File: src/rtl/inst_buffer_if.sv
// ============================================================================
// inst_buffer_if : fetch/dispatch packet type and buffer bus interface
// Rev 1.0
// ============================================================================
`default_nettype none

package inst_buffer_pkg;
  localparam logic [31:0] NOP_INST = 32'h0000_0013;

  typedef struct packed {
    logic        valid;
    logic [31:0] inst;
    logic [31:0] PC;
    logic [31:0] NPC;
  } IF_IB_PACKET;
endpackage

interface inst_buffer_if #(
  parameter int DEPTH = 8
);
  localparam int CNT_W = $clog2(DEPTH) + 1;

  inst_buffer_pkg::IF_IB_PACKET if_ib_packet;
  logic                         flush;
  logic                         dp_ready;
  logic                         ib_full;
  logic                         ib_empty;
  inst_buffer_pkg::IF_IB_PACKET ib_dp_packet;
  logic [CNT_W-1:0]             ib_count;

  modport master (
    output if_ib_packet, flush, dp_ready,
    input  ib_full, ib_empty, ib_dp_packet, ib_count
  );

  modport slave (
    input  if_ib_packet, flush, dp_ready,
    output ib_full, ib_empty, ib_dp_packet, ib_count
  );
endinterface

`default_nettype wire

File: src/rtl/inst_buffer.sv
// ============================================================================
// inst_buffer : first-word-fall-through circular instruction buffer between
//               fetch and dispatch. Optional macro: IB_BYPASS_EN.
// Rev 1.0
// ============================================================================
`default_nettype none

module inst_buffer
  import inst_buffer_pkg::*;
#(
  parameter int DEPTH = 8
) (
  input  logic              clock,
  input  logic              reset_n,
  inst_buffer_if.slave      bus
);

  localparam int PTR_W = $clog2(DEPTH);
  localparam int CNT_W = PTR_W + 1;

  typedef struct packed {
    logic [31:0] inst;
    logic [31:0] PC;
    logic [31:0] NPC;
  } ib_entry_t;

  ib_entry_t        storage_q [DEPTH];
  logic [PTR_W-1:0] head_q, head_d;
  logic [PTR_W-1:0] tail_q, tail_d;
  logic [CNT_W-1:0] count_q, count_d;

  logic        empty_w;
  logic        full_w;
  logic        push_en;
  logic        pop_en;
  logic        bypass_take;
  ib_entry_t   wr_entry;
  IF_IB_PACKET out_pkt;

  always_comb begin
    empty_w     = (count_q == '0);
    full_w      = (count_q == CNT_W'(DEPTH));
    bypass_take = 1'b0;
    out_pkt      = '0;
    out_pkt.inst = NOP_INST;
    wr_entry.inst = bus.if_ib_packet.inst;
    wr_entry.PC   = bus.if_ib_packet.PC;
    wr_entry.NPC  = bus.if_ib_packet.NPC;

    if (!empty_w && !bus.flush) begin
      out_pkt.valid = 1'b1;
      out_pkt.inst  = storage_q[head_q].inst;
      out_pkt.PC    = storage_q[head_q].PC;
      out_pkt.NPC   = storage_q[head_q].NPC;
    end
`ifdef IB_BYPASS_EN
    // Empty buffer: forward the fetch packet straight to dispatch.
    else if (!bus.flush && bus.if_ib_packet.valid) begin
      out_pkt       = bus.if_ib_packet;
      out_pkt.valid = 1'b1;
      bypass_take   = bus.dp_ready;
    end
`endif

    push_en = bus.if_ib_packet.valid && !full_w && !bus.flush && !bypass_take;
    pop_en  = !empty_w && !bus.flush && bus.dp_ready;

    head_d  = head_q;
    tail_d  = tail_q;
    count_d = count_q;
    if (bus.flush) begin
      head_d  = '0;
      tail_d  = '0;
      count_d = '0;
    end else begin
      if (pop_en)  head_d = head_q + PTR_W'(1);
      if (push_en) tail_d = tail_q + PTR_W'(1);
      count_d = count_q + {{(CNT_W-1){1'b0}}, push_en} - {{(CNT_W-1){1'b0}}, pop_en};
    end
  end

  always_ff @(posedge clock or negedge reset_n) begin
    if (!reset_n) begin
      head_q  <= '0;
      tail_q  <= '0;
      count_q <= '0;
    end else begin
      head_q  <= head_d;
      tail_q  <= tail_d;
      count_q <= count_d;
    end
  end

  // Payload storage needs no reset; every read is masked by valid.
  always_ff @(posedge clock) begin
    if (push_en) storage_q[tail_q] <= wr_entry;
  end

  assign bus.ib_full      = full_w;
  assign bus.ib_empty     = empty_w;
  assign bus.ib_count     = count_q;
  assign bus.ib_dp_packet = out_pkt;

endmodule

`default_nettype wire

File: src/flat_wrapper.sv
// flat-port wrapper written by rule: the top's interface ports become plain ports
module inst_buffer_flat import inst_buffer_pkg::*;
#(
  parameter int DEPTH = 8
)
  (clock, reset_n, bus_if_ib_packet, bus_flush, bus_dp_ready, bus_ib_full, bus_ib_empty, bus_ib_dp_packet, bus_ib_count);
  inst_buffer_if #(.DEPTH(DEPTH)) bus_i ();
  input  logic clock;
  input  logic reset_n;
  input wire logic [$bits(bus_i.if_ib_packet)-1:0] bus_if_ib_packet;
  input wire logic [$bits(bus_i.flush)-1:0] bus_flush;
  input wire logic [$bits(bus_i.dp_ready)-1:0] bus_dp_ready;
  output wire logic [$bits(bus_i.ib_full)-1:0] bus_ib_full;
  output wire logic [$bits(bus_i.ib_empty)-1:0] bus_ib_empty;
  output wire logic [$bits(bus_i.ib_dp_packet)-1:0] bus_ib_dp_packet;
  output wire logic [$bits(bus_i.ib_count)-1:0] bus_ib_count;
  assign bus_i.if_ib_packet = bus_if_ib_packet;
  assign bus_i.flush = bus_flush;
  assign bus_i.dp_ready = bus_dp_ready;
  assign bus_ib_full = bus_i.ib_full;
  assign bus_ib_empty = bus_i.ib_empty;
  assign bus_ib_dp_packet = bus_i.ib_dp_packet;
  assign bus_ib_count = bus_i.ib_count;
  inst_buffer #(.DEPTH(DEPTH)) u_core (.clock(clock), .reset_n(reset_n), .bus(bus_i));
endmodule
File: config.mk
export PLATFORM = sky130hd
export DESIGN_NAME = inst_buffer_flat
export DESIGN_NICKNAME = d
export VERILOG_FILES = /design/src/rtl/inst_buffer_if.sv /design/src/rtl/inst_buffer.sv /design/src/flat_wrapper.sv
export SDC_FILE = /design/constraint.sdc
export NUM_CORES = 1
export LEC_CHECK = 0
export CAP_MARGIN = 30
export CORE_MARGIN = 8
export CORE_UTILIZATION = 57
export CTS_BUF_LIST = sky130_fd_sc_hd__clkbuf_4 sky130_fd_sc_hd__clkbuf_8 sky130_fd_sc_hd__clkbuf_16
export CTS_CLUSTER_SIZE = 30
export DETAILED_ROUTE_END_ITERATION = 8
export HOLD_SLACK_MARGIN = 0.03
export PLACE_DENSITY = 0.82
export REMOVE_ABC_BUFFERS = 1
export SLEW_MARGIN = 20
export SYNTH_ARGS = -nofsm -noshare
export SYNTH_HDL_FRONTEND = slang
export SYNTH_SLANG_ARGS = --single-unit
File: constraint.sdc
create_clock -name clock -period 13.4 [get_ports clock]
set_input_delay 2.68 -clock clock [delete_from_list [all_inputs] [get_ports clock]]
set_output_delay 2.68 -clock clock [all_outputs]
set_load 0.005 [all_outputs]
==> results of run 1 <==
[worst min-delay path: cells and delay by family, from the launching register on]
family	cells	cell delay, ns
AOI/OAI and AO/OA	2	0.19
DFF	1	0.46
[final timing paths]
path	startpoint	to	slack, ns	cells after the start
max	bus_flush	bus_ib_dp_packet[47]	5.10	7
min	u_core.tail_q[1]	u_core.tail_q[1]	0.69	2
max reg2reg	u_core.bus.ib_count[2]	u_core.storage_q[6][47]	10.08	7
min reg2reg	u_core.tail_q[1]	u_core.tail_q[1]	0.69	2
max in group asynchronous	reset_n	u_core.head_q[1]	10.62	1
min in group asynchronous	reset_n	u_core.bus.ib_count[2]	2.40	1
[where the power goes]
part / total (mW) / internal (mW) / switching (mW)
clock network: 2.06 / 1.20 / 0.865
logic: 1.07 / 0.594 / 0.475
registers: 2.81 / 2.75 / 0.0584
[logic make-up (layout without fill, tap and decap cells)]
group / count (synthesis) / count (layout) / share of synthesized area [%]
AND/OR/NAND/NOR: 38 / 38 / 0.735
multiplexers: 195 / 195 / 15.4
other: 0 / 6 / 0
buffers and inverters: 76 / 373 / 1.65
XOR/XNOR: 1 / 1 / 0.0296
flip-flops: 778 / 778 / 78.8
AO/OA/AOI/OAI: 106 / 106 / 3.02
adder cells (fa/ha/maj): 9 / 9 / 0.406
[layer usage]
layer,GRT usage (%),vias up,share of wire (%),wire length (um)
met2,32.7,541,50,30100
met4,7.15,10,2.1,1260
li1,-,5762,-,-
met5,0,-,0.11,69
met3,4.67,93,7.2,4360
met1,27.1,7276,41,24700
[state kept, by name, summed over array words and instances, names as in the netlist]
name and flops:
u_core.storage_q 768, u_core.tail_q 3, u_core.bus.ib_count 4, u_core.head_q 3
[cell usage in the layout (no fill, tap or decap), types with 10 or more instances in the layout]
master	netlist	final
clkinv_1	0	26
mux4_2	138	138
mux4_1	54	54
buf_4	2	23
clkbuf_4	0	11
a22o_1	93	93
clkdlybuf4s50_1	0	203
clkbuf_16	0	76
edfxtp_1	768	768
inv_1	10	10
[area by class of cell]
class,instances,area (um^2)
tap,680,851
sequential,778,23300
clock buffer,87,1980
antenna,6,15.0
clock inverter,46,423
inverter,11,41.3
multi-input combinational,349,5860
fill,3106,16500
timing repair buffer,229,2270
[metrics by stage]
step	cells	setup TNS, ns
CTS	2178	0
finish	2186	0
detailed placement	2045	0
global route	2183	0
global placement	2045	0
floorplan	1138	-2.61
==> run summary, run 1 <==
TritonCTS built the clock tree. The iteration count of the initial detailed-routing pass is 5. The per-cell routed wire length is 27.7 um. Traced cell by cell, the critical path runs through clkdlybuf4s50_1 > buf_4 > inv_1 > and3_4 > buf_4 > a22o_1 > clkdlybuf4s50_1. The via count of the first global-routing pass is 14300. At the pin with the least slew margin, the transition time is 0.972 ns. The total DRC errors in the routed layout came out at 0.

In this run, synthesis inferred 768 flip-flops with an integrated enable. The number of CTS-inserted buffers is 75. The number of antenna violations at the first check in global routing came out at 9.

The count of buffers added on input and output ports is 203. Broken down by cell family, the worst path's largest delay share belongs to buffers and inverters. The static leakage came out at 10.9 nW.

The worst slew margin relative to its limit is 35.2%. The cell sitting at the root of the clock tree is a clkbuf_16. The worst ir drop on vdd came out at 0.154 mV.

The chip width came out at 244 um. The final setup slack of the worst path came out at 5.10 ns. The number of hold violations in the final report is 0. Global routing consumed, over all layers together, 20.2% of the routing resources. The number of buffers and inverters on the critical path is 5. The setup-violating endpoint count in the final report came out at 0. STA classifies the critical path startpoint as an input port.

The delay of the slowest critical-path stage came out at 0.65 ns. The initial core utilization came out at 57.7%. On the critical path, the stage with the largest delay is an instance of buf_4.

The total overflow reported by the global router is 0. The total length of routed wires came out at 60.5 mm. Entering global routing, the biggest net connects 107 pins.

The fmax came out at 120 MHz. The number of warnings issued by yosys is 0. The area growth from synthesis to layout is 17.4%. The clock skew is 0.0202 ns. The synthesized netlist occupies a cell area of 0.0296 mm^2. After clock tree synthesis, the clock-pin slew on the worst setup and hold paths is 0.06 ns. Of all nets on the critical path, the largest fanout is 51.

Final hold analysis gives a worst-case slack of 0.693 ns. The routed via count is 13700. Across the run, the number of max-cap violations was 0. Among all flip-flop cells after synthesis, the most frequent one is edfxtp_1. The most repeated cell in the gate-level netlist after synthesis is edfxtp_1.

The layout net count is 1554. The area of the die came out at 0.0595 mm^2. The total power is 5.94 mW. The share of the clock period used by the worst path after layout came out at 61.9%. The class of the tightest hold or removal check is register to register. The placed instances occupy a cell area of 0.0323 mm^2. The share of post-route cells with drive strength above 1 came out at 19.3%. The detail route stage leaves a number of antenna-violating nets equal to 0. In the synthesized netlist, the number of instances is 1203. The floorplan step set the die height to 244 um.

Counting along the longest clock path gives a buffer depth of 3. The total number of placement rows is 83. The core utilization of the finished layout came out at 67.8%. The post-CTS setup buffer count came out at 0. The clock sink count came out at 778. In this run, post-CTS hold repair placed 0 buffers.

The detailed-route vias per instance came out at 6.26. edfxtp_1 takes more of the synthesized area than any other cell. The final instance area is 0.0348 mm^2. The placed wire-length estimate came out at 31.7 mm. The type of the setup path with the least slack is input port to output pin. The minimum period implied by the final worst setup slack came out at 8.30 ns. In this run, synthesis produced a sequential element count of 778. Ranked by instance count, the synthesized netlist is headed by 768 x edfxtp_1, 138 x mux4_2, 93 x a22o_1, 54 x mux4_1, 21 x buf_2. The number of pins with negative max-slew slack in the final report came out at 0. The distinct cell type count of the synthesized netlist came out at 37.

In the synthesized netlist the async set-or-reset flop fraction comes to 1.29%. The data arrival time of the critical path came out at 5.62 ns. Once the clock tree was built, the resizer swapped 0 gates to a different size. Pin placement for this block handled 204 I/O pins. The global-route wire length before repair is 90.1 mm. The H-tree was split into 3 levels. Setup repair after global routing left no endpoint under its margin.

For this run, the register share of the synthesized area comes to 78.8%. The first routing iteration left 1255 violations. The post-place setup slack is 5.16 ns. The core area came out at 0.0513 mm^2. The data required time at the worst endpoint is 10.72 ns. The run finished with clean final reports. The share of synthesized area in the top cell type comes to 77.9%. The synthesized area per cell is 24.6 um^2.

The worst setup path is captured at an output pin. The congestion estimate from routability-driven global placement came to 0.718. Sorting the synthesized cells by area gives the leading types as edfxtp_1 78%, mux4_2 10%, mux4_1 4.8%. In this run the power density over the cells is 171 mW/mm^2. The clock latency on the worst-skew pair is 0.61 ns.
No activity file was read; power rests on OpenSTA's default activity.
==> run 2: changes to the inputs <==
- clock period: 13.4 -> 7.9 ns (I/O delays scaled with it)
==> run 2 against run 1 <==
Register-to-register slack got worse by 5.4 ns. Wire length fell by 1.6%. Sequential power rose by 69%. Worst setup slack got worse by 2.9 ns. Total power rose by 68%. Die area did not move. Flip-flop and latch count did not move. Non-clock buffer count fell by 1. Critical endpoint is now bus_ib_dp_packet[50]. Combinational power rose by 70%. Final area barely moved. Clock power rose by 67%. Global-route usage fell by 0.42 points.
==> run summary, run 2 (synthesized netlist as in run 1, its figures left out) <==
The clock transition time at the flip-flop clock pins of the worst setup and hold paths came out at 0.07 ns. The worst setup path is of the input port to output pin kind. In the layout the commonest cells are 768 x edfxtp_1, 203 x clkdlybuf4s50_1, 138 x mux4_2.

For this design, the sink count on the clock tree is 778. Of the available clock period, the critical path in the final layout requires 72.2%. The cell sitting at the root of the clock tree is a clkbuf_16. The total number of placement rows is 83. The number of pins with negative max-slew slack in the final report came out at 0. Port buffering added 203 buffers. The routed via count is 13600.

The cell area reported after detailed placement is 0.0324 mm^2. Fill cells in the final layout number 3114. The first global-routing pass estimated 88.9 mm of wire. The register cell area after layout came out at 0.0233 mm^2. Once detail routing completed, the nets flagged for antenna violations numbered 0. The clock reaches the later pin of the worst-skew pair after 0.61 ns.

Wires add up to 59.5 mm. For the worst setup path, the data required time is 6.32 ns. The post-CTS setup buffer count came out at 0.

The core area is 0.0513 mm^2. The total overflow left after global routing is 0. The setup-violating endpoint count in the final report is 0. For this run, the top clock speed supported by timing is 175 MHz.

The chip width came out at 244 um. The total power is 10.0 mW. Entering global routing, the biggest net connects 94 pins.

The first detailed-routing pass took 5 iterations. In this run the power density over the cells is 288 mW/mm^2. The worst setup path is launched from an input port. Of all nets on the critical path, the largest fanout is 51. The number of CTS-inserted buffers came out at 76. The flow ran to the end, and the final reports show no timing, DRC or antenna violations. Counting along the longest clock path gives a buffer depth of 3.

The layout net count came out at 1554. For this design the top-level I/O count stands at 204. The final instance area came out at 0.0348 mm^2. The detailed-route vias per instance came out at 6.23. The floorplan die height came out at 244 um.

The per-cell routed wire length is 27.3 um. The CTS tree is done. The congestion estimate from routability-driven global placement came to 0.692. The combined area of the multi-input logic cells is 0.00586 mm^2. The worst hold path belongs to the class register to register. Max-cap violations in this run came to 0.

The number of flip-flops in the largest register came out at 768. The most common cell after layout, fill and taps aside is edfxtp_1. The via count of the first global-routing pass is 14400. The placed wire-length estimate is 31.9 mm. The minimum period implied by the final worst setup slack came out at 5.70 ns. For this run, design rule violations remaining after detail routing come to 0. The number of antenna violations at the first check in global routing came out at 7.

The static leakage is 11.0 nW. The data arrival time of the critical path came out at 4.12 ns. Hold repair after CTS inserted 0 buffers. The global-route usage over all layers came out at 19.8%.

The first routing iteration left 1111 violations. The initial core utilization is 57.7%. The clock skew came out at 0.0248 ns. Headroom to the max-slew limit came out at 38.2%. For the pin with the worst max-slew slack, the measured transition is 0.927 ns.

The worst-case hold slack came out at 0.694 ns. The largest register by flop count is u_core.storage_q. Compared with the post-synthesis result, the final layout area differs by 17.5%. Setup repair after global routing left no endpoint under its margin.

STA classifies the critical path endpoint as an output pin. The number of hold violations in the final report is 0. Gates resized during post-CTS repair numbered 0. The share of post-route cells with drive strength above 1 came out at 20.1%. The number of levels in the clock H-tree came out at 3. The area of the die came out at 0.0595 mm^2. The worst-case IR drop observed on VDD is 0.292 mV.
## run 2: changes by cell type in the layout (fill, tap and decap cells not counted), sizes merged
cell / delta
buf: -1
bufinv: -4
clkbuf: +7
clkinv: -3
clkinvlp: -1
diode: -3
inv: +3
## run 2: cell type report
| class | count | area share [%] |
|---|---|---|
| timing repair buffer | 228 | 6.66 |
| clock buffer | 94 | 5.96 |
| tap | 680 | 2.45 |
| antenna | 3 | 0.0216 |
| sequential | 778 | 67.1 |
| clock inverter | 41 | 0.871 |
| inverter | 11 | 0.119 |
| multi-input combinational | 349 | 16.9 |
## run 2: per-layer routing
| layer | track usage, % | wire length (um) |
|---|---|---|
| met5 | 0 | 66 |
| met3 | 4.89 | 4260 |
| met1 | 25.5 | 23400 |
| met2 | 33.0 | 30500 |
| met4 | 6.54 | 1260 |
## run 2: worst max-delay path, stage by stage
cell	delay (ns)
clkdlybuf4s50_1	0.40
buf_4	0.22
inv_1	0.13
and3_4	0.64
buf_12	0.33
a22o_1	0.21
clkdlybuf4s50_1	0.54
## run 2: where the power goes
| group | internal [mW] | total [mW] | leakage [nW] | switching, mW |
|---|---|---|---|---|
| registers | 4.67 | 4.75 | 7.06 | 0.0770 |
| clock network | 1.97 | 3.44 | 1.20 | 1.47 |
| logic | 1.01 | 1.82 | 2.70 | 0.818 |
## run 2: worst paths after layout
kind | endpoint | from | cells after the start | slack, ns
setup / recovery | bus_ib_dp_packet[50] | bus_flush | 7 | 2.20
hold / removal | u_core.tail_q[1] | u_core.tail_q[1] | 2 | 0.69
setup reg to reg | u_core.storage_q[5][48] | u_core.bus.ib_count[2] | 6 | 4.64
hold reg to reg | u_core.tail_q[1] | u_core.tail_q[1] | 2 | 0.69
max in group asynchronous | u_core.head_q[0] | reset_n | 1 | 6.23
min in group asynchronous | u_core.bus.ib_count[2] | reset_n | 1 | 1.30
## run 2: per-stage QoR
| stage | std cells | worst slack [ns] | utilization, % | TNS [ns] |
|---|---|---|---|---|
| floorplan | 1138 | -4.43 | - | -1750.58 |
| global placement | 2045 | 2.28 | 63.1 | 0 |
| detailed placement | 2045 | 2.18 | 63.1 | 0 |
| CTS | 2180 | 2.16 | 67.7 | 0 |
| global route | 2182 | 2.09 | 67.8 | 0 |
| finish | 2184 | 2.20 | 67.8 | 0 |
==> run 3: changes to the inputs <==
- CORE_UTILIZATION: 57 -> 53
- PLACE_DENSITY: 0.82 -> 0.8
- clock period: 7.9 -> 4.6 ns (I/O delays scaled with it)
==> run 3 against run 2 <==
First-iteration DRC count grew 5.3%. Critical path depth shrank 3. Critical endpoint is now bus_ib_dp_packet[82]. Utilization shrank 4.0 points. Total power grew 74%. Count of clock-buffer cells in the layout shrank 2. Largest power group unchanged. Clock skew shrank 0.0087 ns. Sequential share of layout area shrank 0.78 points. Final cell count grew 3.8%. Largest cell class unchanged. Via count shrank 0.55%. Register-to-register slack lost 2.7 ns. Die area grew 7.0%. Flip-flop and latch count is the same.
==> run summary, run 3 (synthesized netlist as in run 1, its figures left out) <==
The iteration count of the initial detailed-routing pass is 5. The met2 usage in global routing is 31.6%. The routed design could run at a clock period as short as 4.25 ns. The number of flip-flops in the largest register is 768. Post-CTS timing repair inserted 0 buffers for setup.

After detailed routing, the number of remaining DRC violations is 0. The worst setup path is captured at an output pin. The via count of the first global-routing pass was 14200. The number of port buffers is 203. Headroom to the max-slew limit came out at 47.7%. In the layout the commonest cells are 768 x edfxtp_1, 203 x clkdlybuf4s50_1, 138 x mux4_2. At the later pin of the worst-skew pair, clock insertion delay measures 0.60 ns. The total length of routed wires is 60.4 mm. On the critical path, the stage with the largest delay is an instance of dfrtp_4.

The detailed router finished its first iteration with 1170 violations. The static leakage is 11.1 nW. The number of CTS-inserted buffers came out at 77. The clock tree buffer depth came out at 3.

The data required time at the worst endpoint is 3.68 ns. The clock transition time at the flip-flop clock pins of the worst setup and hold paths came out at 0.07 ns. The chip width came out at 252 um.

The startpoint type of the worst setup path is a register. The number of antenna violations at the first check in global routing is 6. The areal power density over the cells is 496 mW/mm^2. The area of the die came out at 0.0637 mm^2. The share of the clock period used by the worst path after layout came out at 92.3%. The clock tree synthesis step divided the H-tree into 3 levels.

The post-route antenna net violation count came out at 0. The floorplan has 86 rows. The worst-margin pin slew is 0.785 ns. u_core.storage_q holds more flip-flops than any other register. The floorplan die height is 252 um. During I/O placement, the number of pins put on the boundary was 204. The global-route usage over all layers came out at 18.9%.

STA puts the critical path data arrival time at 3.33 ns. The final layout contains 1568 nets. The kind of cell with the highest combined delay along the critical path is flip-flops. By startpoint and endpoint, the worst setup path is classified as register to output pin.

The initial core utilization is 53.6%. The placed wire-length estimate came out at 32.6 mm. The delay of the slowest critical-path stage came out at 0.91 ns.

Based on the critical path, the design can be clocked at up to 235 MHz. The number of max-cap violations is 0. In the final timing run, aggregate negative setup slack is 0 ns.

The global-route wire length before repair came out at 89.7 mm. The tree is rooted in a clkbuf_16. The core area is 0.0552 mm^2. Along the worst path, the maximum fanout reaches 50. The post-place setup slack came out at 0.503 ns. The number of buffers and inverters on the critical path is 2.

Setup repair after global routing left no endpoint under its margin. The share of post-route cells with drive strength above 1 is 20.9%. In this run the most used layer during global routing was met2. The routed via count came out at 13500. The per-cell routed wire length is 26.7 um. Fill cells in the final layout number 3534. At the end of routability-driven placement, the weighted congestion stood at 0.746. The number of gates resized after cts came out at 0. The cts-stage hold buffer count is 0. The run finished with clean final reports. The number of pins with negative max-slew slack in the final report came out at 0.

The detailed-route vias per instance came out at 5.97. Leaving out fill and tap cells, the most frequent cell in the layout is edfxtp_1. Global routing consumed, on the met3 layer, 4.07% of the routing resources. The clock arrives with 0.0161 ns of skew. The number of hold violations in the final report is 0. Entering global routing, the biggest net connects 97 pins.

The total overflow reported by the global router is 0. The CTS tree is done. The final setup slack of the worst path came out at 0.353 ns. Global routing consumed, on the met1 layer, 25.0% of the routing resources.

The worst hold path belongs to the class input port to async pin. Traced cell by cell, the critical path runs through buf_12 > mux4_2 > a22o_1 > clkdlybuf4s50_1. The area growth from synthesis to layout is 18.8%.

IR analysis of the VDD net gives a maximum drop of 0.374 mV. The clock sink count is 778. The setup-violating endpoint count in the final report came out at 0.
-- run 3: cell count changes in the layout (fill, tap and decap cells not counted), moves of 2 or more --
cell and delta:
buf_12 +14, inv_6 -2, clkbuf_4 -3, bufinv_16 +2, clkinvlp_4 +7, clkinv_2 -3
-- run 3: worst paths after layout --
| check | start | endpoint | slack [ns] | cells after the start |
|---|---|---|---|---|
| worst min register to register | u_core.tail_q[1] | u_core.tail_q[1] | 0.68 | 2 |
| worst min-delay path | reset_n | u_core.tail_q[2] | 0.65 | 1 |
| worst max register to register | u_core.bus.ib_count[2] | u_core.bus.ib_count[3] | 1.95 | 11 |
| max in group asynchronous | reset_n | u_core.head_q[1] | 3.57 | 1 |
| worst max-delay path | u_core.head_q[0] | bus_ib_dp_packet[82] | 0.35 | 4 |
| min in group clock | u_core.tail_q[1] | u_core.tail_q[1] | 0.68 | 2 |
-- run 3: through the flow --
step                      total power [mW]  area (um^2)  hold WS (ns)  util, %  std cells
final                                 17.4        35200         0.645     63.7       2266
after global routing                  18.0        35200         0.671     63.7       2264
after CTS                             17.6        35200         0.615     63.7       2263
after detailed placement              11.6        32700         0.665     59.3       2127
after global placement                11.5        32700         0.652     59.3       2127
after floorplan                       10.5        29200         0.587        -       1138
-- run 3: cell type report --
type                    count  area [um^2]  share of cell area, %
clock inverters            44          372                   1.06
multi-input cells         349         5860                   16.7
well taps                 748          936                   2.66
repair buffers            241         2570                   7.30
inverters                  11         41.3                  0.117
flip-flops and latches    778        23300                   66.3
clock buffers              92         2070                   5.90
diodes                      3         7.51                 0.0213
-- run 3: worst reg2reg max path: stages (launching register included) --
cell	delay, ns
dfrtp_1	0.37
inv_1	0.10
ha_1	0.16
or3b_4	0.42
inv_2	0.16
nor3_1	0.07
ha_1	0.29
inv_1	0.04
ha_1	0.21
a21o_1	0.19
a21oi_1	0.16
mux2_2	0.35
-- run 3: routing by layer --
layer / vias up / share of wire [%] / wire length, um
met3: 100 / 5.9 / 3550
met5: - / 0.086 / 52
met1: 7238 / 41 / 25000
li1: 5783 / - / -
met2: 394 / 51 / 30500
met4: 8 / 2.1 / 1250
-- run 3: report_power, final --
part / total, mW / switching (mW) / internal [mW]
Clock: 6.04 / 2.53 / 3.51
Combinational: 3.22 / 1.42 / 1.80
Sequential: 8.17 / 0.154 / 8.01
